===== src/rtl/gerador_caminho_reverso.sv =====
// gerador_caminho_reverso
//   Path-reconstruction engine. Once the search core has finished, it walks the
//   predecessor ("anterior") memory from destino back to fonte, one hop per
//   memory read. Each visited node is pushed onto an internal LIFO. The path is
//   then streamed out fonte first.
//
// Optional feature (compile-time macro ANTERIOR_INVALIDO_EN):
//   The all-ones address is reserved to mean "no predecessor". Reading it, or
//   starting with an all-ones fonte/destino, ends the job in ERRO and raises
//   the sticky erro_sem_caminho output. When the macro is undefined, that port
//   does not exist and all-ones is an ordinary node address.
//
// Ports:
//   clk, rst_n          rising-edge clock; asynchronous reset, active when rst_n=1
//   start               one-cycle request, sampled only in IDLE
//   fonte_in/destino_in source/destination node, captured with start
//   mem_rd_en/addr      anterior memory read strobe and address
//   mem_rd_data         predecessor of mem_rd_addr, valid 1 cycle after the strobe
//   out_valid/ready     output handshake (see below)
//   out_addr/out_last   path node (fonte first); out_last marks destino
//   caminho_len         node count of the last walk
//   busy/done           busy in any state except IDLE; one-cycle done pulse per job
//   erro_overflow       sticky; the path did not fit in MAX_CAMINHO entries
//   erro_sem_caminho    sticky; no-predecessor marker hit (macro builds only)
//
// Handshake: a node transfers on every rising edge where out_valid && out_ready.
// out_valid never depends on out_ready. While out_ready is low, out_addr and
// out_last hold their values.
module gerador_caminho_reverso #(
    parameter  int ADDR_WIDTH  = 8,
    parameter  int MAX_CAMINHO = 64,
    localparam int LEN_WIDTH   = $clog2(MAX_CAMINHO + 1)
) (
    input  logic                  clk,
    input  logic                  rst_n,
    input  logic                  start,
    input  logic [ADDR_WIDTH-1:0] fonte_in,
    input  logic [ADDR_WIDTH-1:0] destino_in,
    output logic                  mem_rd_en,
    output logic [ADDR_WIDTH-1:0] mem_rd_addr,
    input  logic [ADDR_WIDTH-1:0] mem_rd_data,
    output logic                  out_valid,
    input  logic                  out_ready,
    output logic [ADDR_WIDTH-1:0] out_addr,
    output logic                  out_last,
    output logic [LEN_WIDTH-1:0]  caminho_len,
    output logic                  busy,
    output logic                  done,
`ifdef ANTERIOR_INVALIDO_EN
    output logic                  erro_sem_caminho,
`endif
    output logic                  erro_overflow
);

    localparam int IDX_W = (MAX_CAMINHO > 1) ? $clog2(MAX_CAMINHO) : 1;
    localparam logic [LEN_WIDTH-1:0] MAX_LEN = LEN_WIDTH'(MAX_CAMINHO);
    localparam logic [LEN_WIDTH-1:0] UM     = LEN_WIDTH'(1);

    localparam logic [2:0] IDLE   = 3'd0;
    localparam logic [2:0] INICIO = 3'd1;
    localparam logic [2:0] LER    = 3'd2;
    localparam logic [2:0] ESPERA = 3'd3;
    localparam logic [2:0] EMITE  = 3'd4;
    localparam logic [2:0] FIM    = 3'd5;
    localparam logic [2:0] ERRO   = 3'd6;

    logic [2:0]            state;
    logic [ADDR_WIDTH-1:0] fonte_r;
    logic [ADDR_WIDTH-1:0] destino_r;
    logic [ADDR_WIDTH-1:0] cur;
    // ptr is both the LIFO fill level and the walk node count, because every
    // visited node is pushed exactly once.
    logic [LEN_WIDTH-1:0]  ptr;
    logic [ADDR_WIDTH-1:0] lifo [MAX_CAMINHO];

    logic [LEN_WIDTH-1:0]  ptr_inc;
    logic [LEN_WIDTH-1:0]  ptr_dec;
    logic                  push_walk;

    assign ptr_inc = ptr + UM;
    assign ptr_dec = ptr - UM;

`ifdef ANTERIOR_INVALIDO_EN
    localparam logic [ADDR_WIDTH-1:0] SEM_ANTERIOR = '1;
    assign push_walk = (state == ESPERA) && (mem_rd_data != SEM_ANTERIOR);
`else
    assign push_walk = (state == ESPERA);
`endif

    always_ff @(posedge clk or posedge rst_n) begin
        if (rst_n) begin
            state         <= IDLE;
            fonte_r       <= '0;
            destino_r     <= '0;
            cur           <= '0;
            ptr           <= '0;
            caminho_len   <= '0;
            erro_overflow <= 1'b0;
`ifdef ANTERIOR_INVALIDO_EN
            erro_sem_caminho <= 1'b0;
`endif
        end else begin
            case (state)
                IDLE: begin
                    if (start) begin
                        fonte_r       <= fonte_in;
                        destino_r     <= destino_in;
                        erro_overflow <= 1'b0;
                        caminho_len   <= '0;
`ifdef ANTERIOR_INVALIDO_EN
                        if (fonte_in == SEM_ANTERIOR || destino_in == SEM_ANTERIOR) begin
                            erro_sem_caminho <= 1'b1;
                            caminho_len      <= MAX_LEN;
                            state            <= ERRO;
                        end else begin
                            erro_sem_caminho <= 1'b0;
                            state            <= INICIO;
                        end
`else
                        state <= INICIO;
`endif
                    end
                end
                INICIO: begin
                    ptr <= UM;
                    cur <= destino_r;
                    if (destino_r == fonte_r) begin
                        caminho_len <= UM;
                        state       <= EMITE;
                    end else begin
                        state <= LER;
                    end
                end
                LER: state <= ESPERA;
                ESPERA: begin
`ifdef ANTERIOR_INVALIDO_EN
                    if (mem_rd_data == SEM_ANTERIOR) begin
                        erro_sem_caminho <= 1'b1;
                        caminho_len      <= MAX_LEN;
                        state            <= ERRO;
                    end else
`endif
                    begin
                        ptr <= ptr_inc;
                        cur <= mem_rd_data;
                        // Reaching fonte wins over a full LIFO: an exact fit is success.
                        if (mem_rd_data == fonte_r) begin
                            caminho_len <= ptr_inc;
                            state       <= EMITE;
                        end else if (ptr_inc == MAX_LEN) begin
                            erro_overflow <= 1'b1;
                            caminho_len   <= MAX_LEN;
                            state         <= ERRO;
                        end else begin
                            state <= LER;
                        end
                    end
                end
                EMITE: begin
                    if (out_ready) begin
                        ptr <= ptr_dec;
                        if (ptr == UM) state <= FIM;
                    end
                end
                FIM: state <= IDLE;
                ERRO: begin
                    ptr   <= '0;
                    state <= IDLE;
                end
                default: state <= IDLE;
            endcase
        end
    end

    // LIFO storage needs no reset; its contents are only visible in EMITE.
    always_ff @(posedge clk) begin
        if (state == INICIO) begin
            lifo[0] <= destino_r;
        end else if (push_walk) begin
            lifo[ptr[IDX_W-1:0]] <= mem_rd_data;
        end
    end

    assign out_valid   = (state == EMITE);
    assign out_addr    = out_valid ? lifo[ptr_dec[IDX_W-1:0]] : '0;
    assign out_last    = out_valid && (ptr == UM);
    assign mem_rd_en   = (state == LER);
    assign mem_rd_addr = mem_rd_en ? cur : '0;
    assign busy        = (state != IDLE);
    assign done        = (state == FIM) || (state == ERRO);

endmodule

===== config.mk =====
export PLATFORM = sky130hd
export DESIGN_NAME = gerador_caminho_reverso
export DESIGN_NICKNAME = d
export VERILOG_FILES = /design/src/rtl/gerador_caminho_reverso.sv
export SDC_FILE = /design/constraint.sdc
export NUM_CORES = 1
export LEC_CHECK = 0
export ABC_CLOCK_PERIOD_IN_PS = 3500
export CORE_MARGIN = 2
export CORE_UTILIZATION = 45
export CTS_CLUSTER_DIAMETER = 50
export DETAILED_ROUTE_END_ITERATION = 8
export PLACE_DENSITY = 0.7
export SETUP_SLACK_MARGIN = 0.5
export SLEW_MARGIN = 20
export SYNTH_ARGS = -nofsm -noshare
export SYNTH_HDL_FRONTEND = slang
export SYNTH_SLANG_ARGS = --single-unit

===== constraint.sdc =====
create_clock -name clk -period 3.5 [get_ports clk]
set_input_delay 0.35 -clock clk [delete_from_list [all_inputs] [get_ports clk]]
set_output_delay 0.35 -clock clk [all_outputs]
set_load 0.01 [all_outputs]

==> results of run 1 <==
[report_power, final]
| part | leakage [nW] | internal (mW) | switching [mW] |
|---|---|---|---|
| clock | 0.820 | 3.03 | 2.49 |
| sequential | 5.15 | 8.92 | 0.182 |
| combinational | 3.29 | 5.35 | 6.14 |
| total | 9.26 | 17.3 | 8.81 |
[stage by stage]
step	cells	setup slack, ns	setup TNS, ns
floorplan	1222	0.512	0
global placement	2007	0.0617	0
detailed placement	2007	0.0104	0
CTS	2155	-0.120	-0.536
global route	2171	-0.162	-1.02
finish	2172	-0.139	-0.532
[how the worst max path moves through the flow]
stage | start | endpoint | slack [ns]
3_3_place_gp | ptr[0] | out_addr[2] | 0.06
3_5_place_dp | ptr[0] | out_addr[2] | 0.01
2_1_floorplan | ptr[0] | out_addr[1] | 0.51
5_1_grt | ptr[0] | out_addr[6] | -0.16
6_report | ptr[0] | out_addr[6] | -0.14
4_1_cts | ptr[0] | out_addr[3] | -0.12
[worst reg2reg max path, delay by kind of cell, from the launching register on]
kind	cells	cell delay [ns]
AO/OA/AOI/OAI	2	0.41
AND/OR/NAND/NOR	3	0.76
multiplexers	1	0.34
flip-flops	1	0.45
buffers and inverters	5	0.78
[state kept, by name, summed over array words and instances (netlist names)]
name	count
lifo	512
caminho_len	7
ptr	7
cur	8
erro_overflow	1
state	3
fonte_r	8
destino_r	8
[what timing repair did]
action	in CTS	in global routing
hold buffers	0	0
gates resized for setup	111	42
gates cloned	10	2
pin swaps	10	15
endpoints found under the setup margin	70	116
setup buffers	37	14
[layout make-up]
class / count / share of cell area, %
tap: 664 / 3.01
clock buffer: 72 / 5.29
antenna: 1 / 0.00906
multi-input combinational: 590 / 21.5
sequential: 554 / 59.5
clock inverter: 29 / 0.729
inverter: 17 / 0.240
timing repair buffer: 245 / 9.75
[cell usage after synthesis, drive strengths merged (8+ instances only)]
master  instances  area share, %
mux2           18           0.90
nand4          17           0.47
mux4          140             14
nor2          138            2.3
nand3          20           0.47
o21ai          15           0.33
xnor2          25           0.98
and2           12           0.33
nand2          98            1.6
a21oi          10           0.24
inv            15           0.25
dfrtp          42            4.7
nor3            8           0.23
edfxtp        512             68
buf            41            1.2
clkbuf         20           0.33
o22ai          24           0.67
[metal layers]
metal	GRT usage [%]	part of all wire [%]	routed length (µm)
met1	30.6	40	22500
met2	35.9	48	27400
met3	4.71	8.3	4710
met4	9.40	4.0	2270
met5	0	0	0
[cells by family after synthesis]
| group | count (synthesis) | synth area share (%) |
|---|---|---|
| and+or+nand+nor | 316 | 6.16 |
| DFF | 554 | 73.1 |
| muxes | 164 | 15.2 |
| AOI/OAI and AO/OA | 79 | 2.38 |
| buffers and inverters | 78 | 1.80 |
| adders and majority gates | 3 | 0.167 |
| xor gates and xnor gates | 28 | 1.09 |
==> results.tsv, run 1 <==
metric	value	unit
status	finished with violations	
violations	setup timing	
root_buffer	clkbuf_16	
drc_errors	0	
yosysUniqueCellTypes	56	
crit_path_end_kind	output port	
grt_pass1_wl	84.2	mm
synth-seq-cells	554	
final_cell_area	0.0276	mm²
syn_to_final_growth	23.0	%
cp-start-kind	register	
routed_via_density	5.83	
dr.pass1.iters	7	
async_reset_ff_share	7.58	%
slew_headroom	44.3	%
ir_drop	0.000569	V
ff2ff_setup_slack	0.62	ns
worst_ep_arrival_time	3.29	ns
clock_latency	0.61	ns
crit_required	3.15	ns
slew_violations	0	
setup_violations	8	
totalWireLength	56.9	mm
vias	12700	
post-route-util	56.3	%
cp_slowest_cell	mux4_2	
rr_worst_depth	11	
min_period	3.64	ns
critPathBufInv	5	
rr_endpoint	caminho_len[0]	
hpwl	34.2	mm
die-area	0.0517	mm²
ys_seq_area_share	73.1	%
regArea	0.0164	mm²
antenna_found_initial	0	
cts_buffers	55	
reg2reg_from	ptr[0]	
crit_family	multiplexers	
avgSynthCellArea	18.4	µm²
yosys_most_used_dff	edfxtp_1	
final_common_cell	edfxtp_1	
min-delay-path-class	input pin to asynchronous set/reset pin	
synth_edf_count	512	
syn-num-nets	1253	
grt_pass1_vias	12900	
syn-cell-area	0.0225	mm²
min_period_over_period	104	%
first_iter_violations	1495	
powerDensity	945	mW/mm²
wl_per_cell	26.2	µm
cts_num_sinks	554	
initial_core_util	45.8	%
ioPinCount	57	
cts_tree	yes	
hold_violations	0	
final_layout_size_suffix_gt1_share	33.3	%
io_buffers	56	
crit_fanout	7	
worstPathCellList	inv_4 > ha_4 > buf_12 > buf_12 > buf_6 > mux4_2 > mux4_2 > a221o_1 > buf_2	
holdWs	0.204	ns
rsz0062_at_grt	yes	
die_w	227	µm
p_leak	9.26	nW
maxCapViolations	0	
grt-ovfl-total	0	
grt.total_usage	22.6	%
clockBufferDepth	3	
place.gp.congestion	0.934	
yosys_warnings	0	
die_y	227	µm
nFillCells	3655	
skew	0.0146	ns
cp.depth	9	
drtAntennaViolNets	0	
grt_start_max_net_pins	66	
final_cell_mix	edfxtp_1, mux4_2, buf_4	
placed_area	0.0247	mm²
cts-htree-levels	2	
fmax	275	MHz
tightestPinTransition	0.833	ns
fin_ws	-0.139	ns
cp_slowest_stage_delay	0.52	ns
row_count	81	
totalPowerFinal	26.1	mW
multi_input_area	0.00594	mm²
fp.coreArea	0.0491	mm²
cts.clk_slew.worst_paths	0.06	ns
critPathKind	register to output port	
synthCells	1222	
nets	1494	
(Power assumes the default switching activity.)
==> inputs of run 2 (changes only) <==
--- a/config.mk
+++ b/config.mk
@@ -16,3 +16,4 @@
 export SYNTH_ARGS = -nofsm -noshare
 export SYNTH_HDL_FRONTEND = slang
 export SYNTH_SLANG_ARGS = --single-unit
+export TNS_END_PERCENT = 5
==> results.tsv, run 2 (synthesized netlist as in run 1, its figures left out) <==
metric	value	unit	change
hpwl	33.5	mm	-1.9%
regArea	0.0164	mm²	about the same
slew_headroom	23.7	%	-21 points
place_inst	1997		-0.50%
cts-htree-levels	2		unchanged
drc_errors	0		unchanged
drtAntennaViolNets	0		unchanged
syn_to_final_growth	20.5	%	
crit_path_end_kind	output port		
p_clk_share	22.1	%	+1.0 points
status	finished with violations		
grt.total_usage	22.4	%	-0.20 points
cp-startpoint	ptr[0]		
p_leak	8.97	nW	-3.2%
cts_tree	yes		
setup_violations	8		unchanged
totalWireLength	55.8	mm	-1.9%
rr_endpoint	lifo[8][5]		
final_common_cell	edfxtp_1		
powerDensity	943	mW/mm²	-0.16%
combPwrFrac	42.1	%	-1.9 points
min-delay-path-class	input pin to asynchronous set/reset pin		
clockBufferDepth	3		unchanged
min_period	3.63	ns	-0.0121 ns
largest_reg_flops	512		unchanged
nets	1453		-2.7%
vias	12500		-1.6%
sw_frac_of_total	34.2	%	+0.48 points
row_count	81		unchanged
io_buffers	56		unchanged
initial_core_util	45.8	%	unchanged
grt-ovfl-total	0		unchanged
final_cell_mix	edfxtp_1, mux4_2, nor2_1		
wl_per_cell	26.2	µm	about the same
cts_num_sinks	554		unchanged
hold_violations	0		unchanged
dr.pass1.iters	5		-2
grt_pass1_wl	83.6	mm	-0.80%
fp.coreArea	0.0491	mm²	unchanged
tightestPinTransition	1.13	ns	+0.300 ns
fmax	276	MHz	+0.33%
critPathCapture	out_addr[6]		
cp-start-kind	register		
maxCapViolations	0		unchanged
totalPowerFinal	25.5	mW	-2.2%
die_y	227	µm	unchanged
ir_drop	0.000675	V	+19%
cts.clk_slew.worst_paths	0.06	ns	about the same
min_period_over_period	104	%	-0.35 points
critPathKind	register to output port		
ff2ff_setup_slack	0.56	ns	-0.06 ns
final_layout_size_suffix_gt1_share	29.8	%	-3.5 points
skew	0.0171	ns	+0.00247 ns
place.gp.congestion	0.894		-4.3%
rr_worst_depth	7		-4
first_iter_violations	1508		+0.87%
multi_input_area	0.00591	mm²	-0.42%
crit_required	3.15	ns	about the same
reg2reg_from	ptr[0]		
crit_fanout	7		unchanged
antenna_found_initial	0		unchanged
fin_ws	-0.127	ns	+0.0121 ns
routed_via_density	5.85		+0.38%
rsz0062_at_grt	yes		
worst_ep_arrival_time	3.28	ns	about the same
cts_buffers	57		+3.6%
largest-register	lifo		
ioPinCount	57		unchanged
seq_power_share	35.7	%	+0.8 points
slew_violations	0		unchanged
nFillCells	3737		+2.2%
die_w	227	µm	unchanged
power.internal	16.8	mW	-3.0%
grt_pass1_vias	12700		-1.3%
clock_latency	0.62	ns	about the same
p_sw	8.74	mW	-0.83%
violations	setup timing		
instances_no_fill	2129		-2.0%
die-area	0.0517	mm²	unchanged
grt_start_max_net_pins	66		unchanged
root_buffer	clkbuf_16		
diodes	0		-1
run 2: power by group through the flow:
stage          logic (mW)  clock network, mW  registers, mW
2_1_floorplan        5.66                  0           9.25
3_3_place_gp         8.97                  0           9.23
3_5_place_dp         9.15                  0           9.24
4_1_cts              10.6               5.72           9.12
5_1_grt              11.4               6.00           9.15
6_report             10.8               5.64           9.12
run 2: timing repair:
| item | CTS | global route |
|---|---|---|
| pin swaps | 10 | 8 |
| setup buffers | 16 | 6 |
| resized for setup | 83 | 13 |
| hold buffers | 0 | 0 |
| cloned | 8 | 0 |
| endpoints found under the setup margin | 18 | 36 |
run 2: worst min-delay path by stage:
stage,start,to,slack (ns)
after global routing,rst_n,fonte_r[4],0.17
after detailed placement,cur[0],cur[0],0.46
after CTS,rst_n,fonte_r[0],0.10
after floorplan,cur[0],cur[0],0.44
final,rst_n,fonte_r[0],0.11
after global placement,cur[0],cur[0],0.45
run 2: layer usage:
layer	global-route usage [%]	up-vias	share of wire, %
met5	0	-	0
met4	8.29	0	3.5
met3	4.96	132	9.3
met2	35.6	606	48
met1	30.6	6451	39
li1	-	5269	-
run 2: final cells by class:
class / count / area share [%]
clock buffers: 70 / 5.53
clock inverters: 32 / 0.842
inverters: 17 / 0.245
multi-input cells: 590 / 21.9
flip-flops and latches: 554 / 60.7
well taps: 664 / 3.07
repair buffers: 202 / 7.70
run 2: per-stage QoR:
step                setup TNS (ns)  hold slack, ns  worst slack, ns  area [µm²]  utilization (%)
finish                      -0.609           0.107           -0.127       27000             55.1
global route                 -1.10           0.166           -0.203       27000             55.1
CTS                         -0.803           0.101           -0.149       27000             55.0
detailed placement               0           0.462           0.0157       24600             50.1
global placement                 0           0.453           0.0609       24600             50.1
floorplan                        0           0.438            0.399       22500                -
run 2: critical path, cell delays in order (launching register included):
cell	delay (ns)
dfrtp_4	0.54
inv_4	0.09
ha_4	0.20
buf_12	0.15
buf_12	0.13
buf_16	0.13
mux4_2	0.27
mux4_2	0.54
a221o_1	0.44
buf_6	0.16
==> inputs of run 3 (changes only) <==
--- a/config.mk
+++ b/config.mk
@@ -10,10 +10,10 @@
 export CORE_UTILIZATION = 45
 export CTS_CLUSTER_DIAMETER = 50
 export DETAILED_ROUTE_END_ITERATION = 8
+export MAX_ROUTING_LAYER = met4
 export PLACE_DENSITY = 0.7
 export SETUP_SLACK_MARGIN = 0.5
 export SLEW_MARGIN = 20
 export SYNTH_ARGS = -nofsm -noshare
 export SYNTH_HDL_FRONTEND = slang
 export SYNTH_SLANG_ARGS = --single-unit
-export TNS_END_PERCENT = 5
==> results.tsv, run 3 (synthesized netlist as in run 1, its figures left out) <==
metric	value	unit	change
status	finished with violations		
violations	setup timing		
rr_worst_depth	8		+1
cp-startpoint	ptr[0]		
grt-ovfl-total	0		unchanged
critPathCapture	out_addr[0]		
nets	1461		+0.55%
rr_endpoint	lifo[23][7]		
root_buffer	clkbuf_16		
io_buffers	56		unchanged
vias	12500		+0.63%
min_period	3.73	ns	+0.103 ns
cp-start-kind	register		
drc_errors	0		unchanged
worst_ep_arrival_time	3.38	ns	+0.10 ns
critPathKind	register to output port		
largest_reg_flops	512		unchanged
cts_buffers	55		-3.5%
place_inst	1994		-0.15%
cts-htree-levels	2		unchanged
die-area	0.0517	mm²	unchanged
tightestPinTransition	0.869	ns	-0.264 ns
p_leak	9.05	nW	+0.93%
diodes	0		unchanged
reg2reg_from	ptr[0]		
initial_core_util	45.8	%	unchanged
fin_ws	-0.230	ns	-0.103 ns
instances_no_fill	2139		+0.47%
dr.pass1.iters	5		unchanged
totalPowerFinal	25.4	mW	-0.49%
crit_family	buffers and inverters		
antenna_found_initial	0		unchanged
ir_drop	0.000579	V	-14%
clock_latency	0.61	ns	about the same
syn_to_final_growth	21.1	%	
totalWireLength	55.7	mm	-0.14%
critPathBufInv	7		+2
post-route-util	55.4	%	+0.27 points
first_iter_violations	1363		-9.6%
fp.coreArea	0.0491	mm²	unchanged
skew	0.0191	ns	+0.00204 ns
grt_pass1_wl	83.6	mm	about the same
largest-register	lifo		
crit_fanout	8		+1
hold_violations	0		unchanged
die_y	227	µm	unchanged
wl_per_cell	26.0	µm	-0.61%
row_count	81		unchanged
final_common_cell	edfxtp_1		
drtAntennaViolNets	0		unchanged
cp_slowest_cell	dfrtp_4		
rsz0062_at_grt	yes		
crit_required	3.15	ns	about the same
cp.depth	11		+2
grt.total_usage	23.0	%	+0.64 points
ff2ff_setup_slack	0.64	ns	+0.08 ns
grt_pass1_vias	12600		-1.0%
setup_tns	-1.50	ns	-0.895 ns
cts_tree	yes		
hpwl	33.6	mm	+0.26%
clockBufferDepth	3		unchanged
maxCapViolations	0		unchanged
nFillCells	3734		-0.080%
final_cell_mix	edfxtp_1, mux4_2, buf_4		
die_w	227	µm	unchanged
cp_slowest_stage_delay	0.50	ns	-0.04 ns
slew_headroom	41.9	%	+18 points
cts.clk_slew.worst_paths	0.06	ns	about the same
slew_violations	0		unchanged
crit_path_end_kind	output port		
grt_start_max_net_pins	66		unchanged
min-delay-path-class	input pin to asynchronous set/reset pin		
setup_violations	8		unchanged
cts_num_sinks	554		unchanged
fmax	268	MHz	-2.8%
powerDensity	934	mW/mm²	-0.98%
min_period_over_period	107	%	+2.9 points
final_layout_size_suffix_gt1_share	31.0	%	+1.2 points
routed_via_density	5.86		+0.16%
place.gp.congestion	0.930		+4.1%
worstPathCellList	buf_12 > buf_16 > buf_16 > buf_4 > mux4_2 > mux4_2 > o221ai_2 > buf_6 > o22ai_4 > buf_6 > buf_4		
ioPinCount	57		unchanged
run 3: layout make-up:
type	count	area, µm²	area share, %
sequential	554	16400	60.4
multi-input combinational	590	5880	21.6
timing repair buffer	212	2250	8.29
clock buffer	72	1460	5.38
tap	664	831	3.06
clock inverter	30	262	0.962
inverter	17	66.3	0.244
run 3: metrics by stage:
step / hold slack (ns) / worst slack [ns] / instance area, µm²
2_1_floorplan: 0.438 / 0.512 / 22500
3_3_place_gp: 0.451 / 0.106 / 24600
3_5_place_dp: 0.454 / 0.109 / 24600
4_1_cts: 0.0701 / -0.231 / 26900
5_1_grt: 0.132 / -0.276 / 27200
6_report: 0.0757 / -0.230 / 27200
run 3: timing repair:
| action | CTS | global route |
|---|---|---|
| cloned | 8 | 1 |
| endpoints found under the setup margin | 42 | 86 |
| hold buffers | 0 | 0 |
| pin swaps | 9 | 5 |
| setup buffers | 20 | 14 |
| resized for setup | 78 | 29 |
| endpoints found under the hold margin | 0 | 0 |
run 3: where the power goes:
group          internal, mW  switching [mW]  leakage, nW
Sequential             8.92           0.191         5.15
Clock                  3.18            2.47        0.842
Combinational          4.77            5.86         3.06
run 3: how the worst min path moves through the flow:
stage           start      endpoint  slack [ns]  cells past startpoint
6_report        rst_n        cur[4]        0.08                      2
5_1_grt         rst_n        cur[0]        0.13                      2
4_1_cts         rst_n  destino_r[2]        0.07                      2
3_5_place_dp   cur[2]        cur[2]        0.45                      2
3_3_place_gp   cur[3]        cur[3]        0.45                      2
2_1_floorplan  cur[0]        cur[0]        0.44                      2
run 3: layer usage:
layer  vias up  GRT usage [%]  part of all wire (%)
met5         -              -                     0
met4         0           6.79                   2.7
met1      6558           31.1                    40
met3       104           3.82                   8.3
li1       5280              -                     -
met2       595           36.3                    49
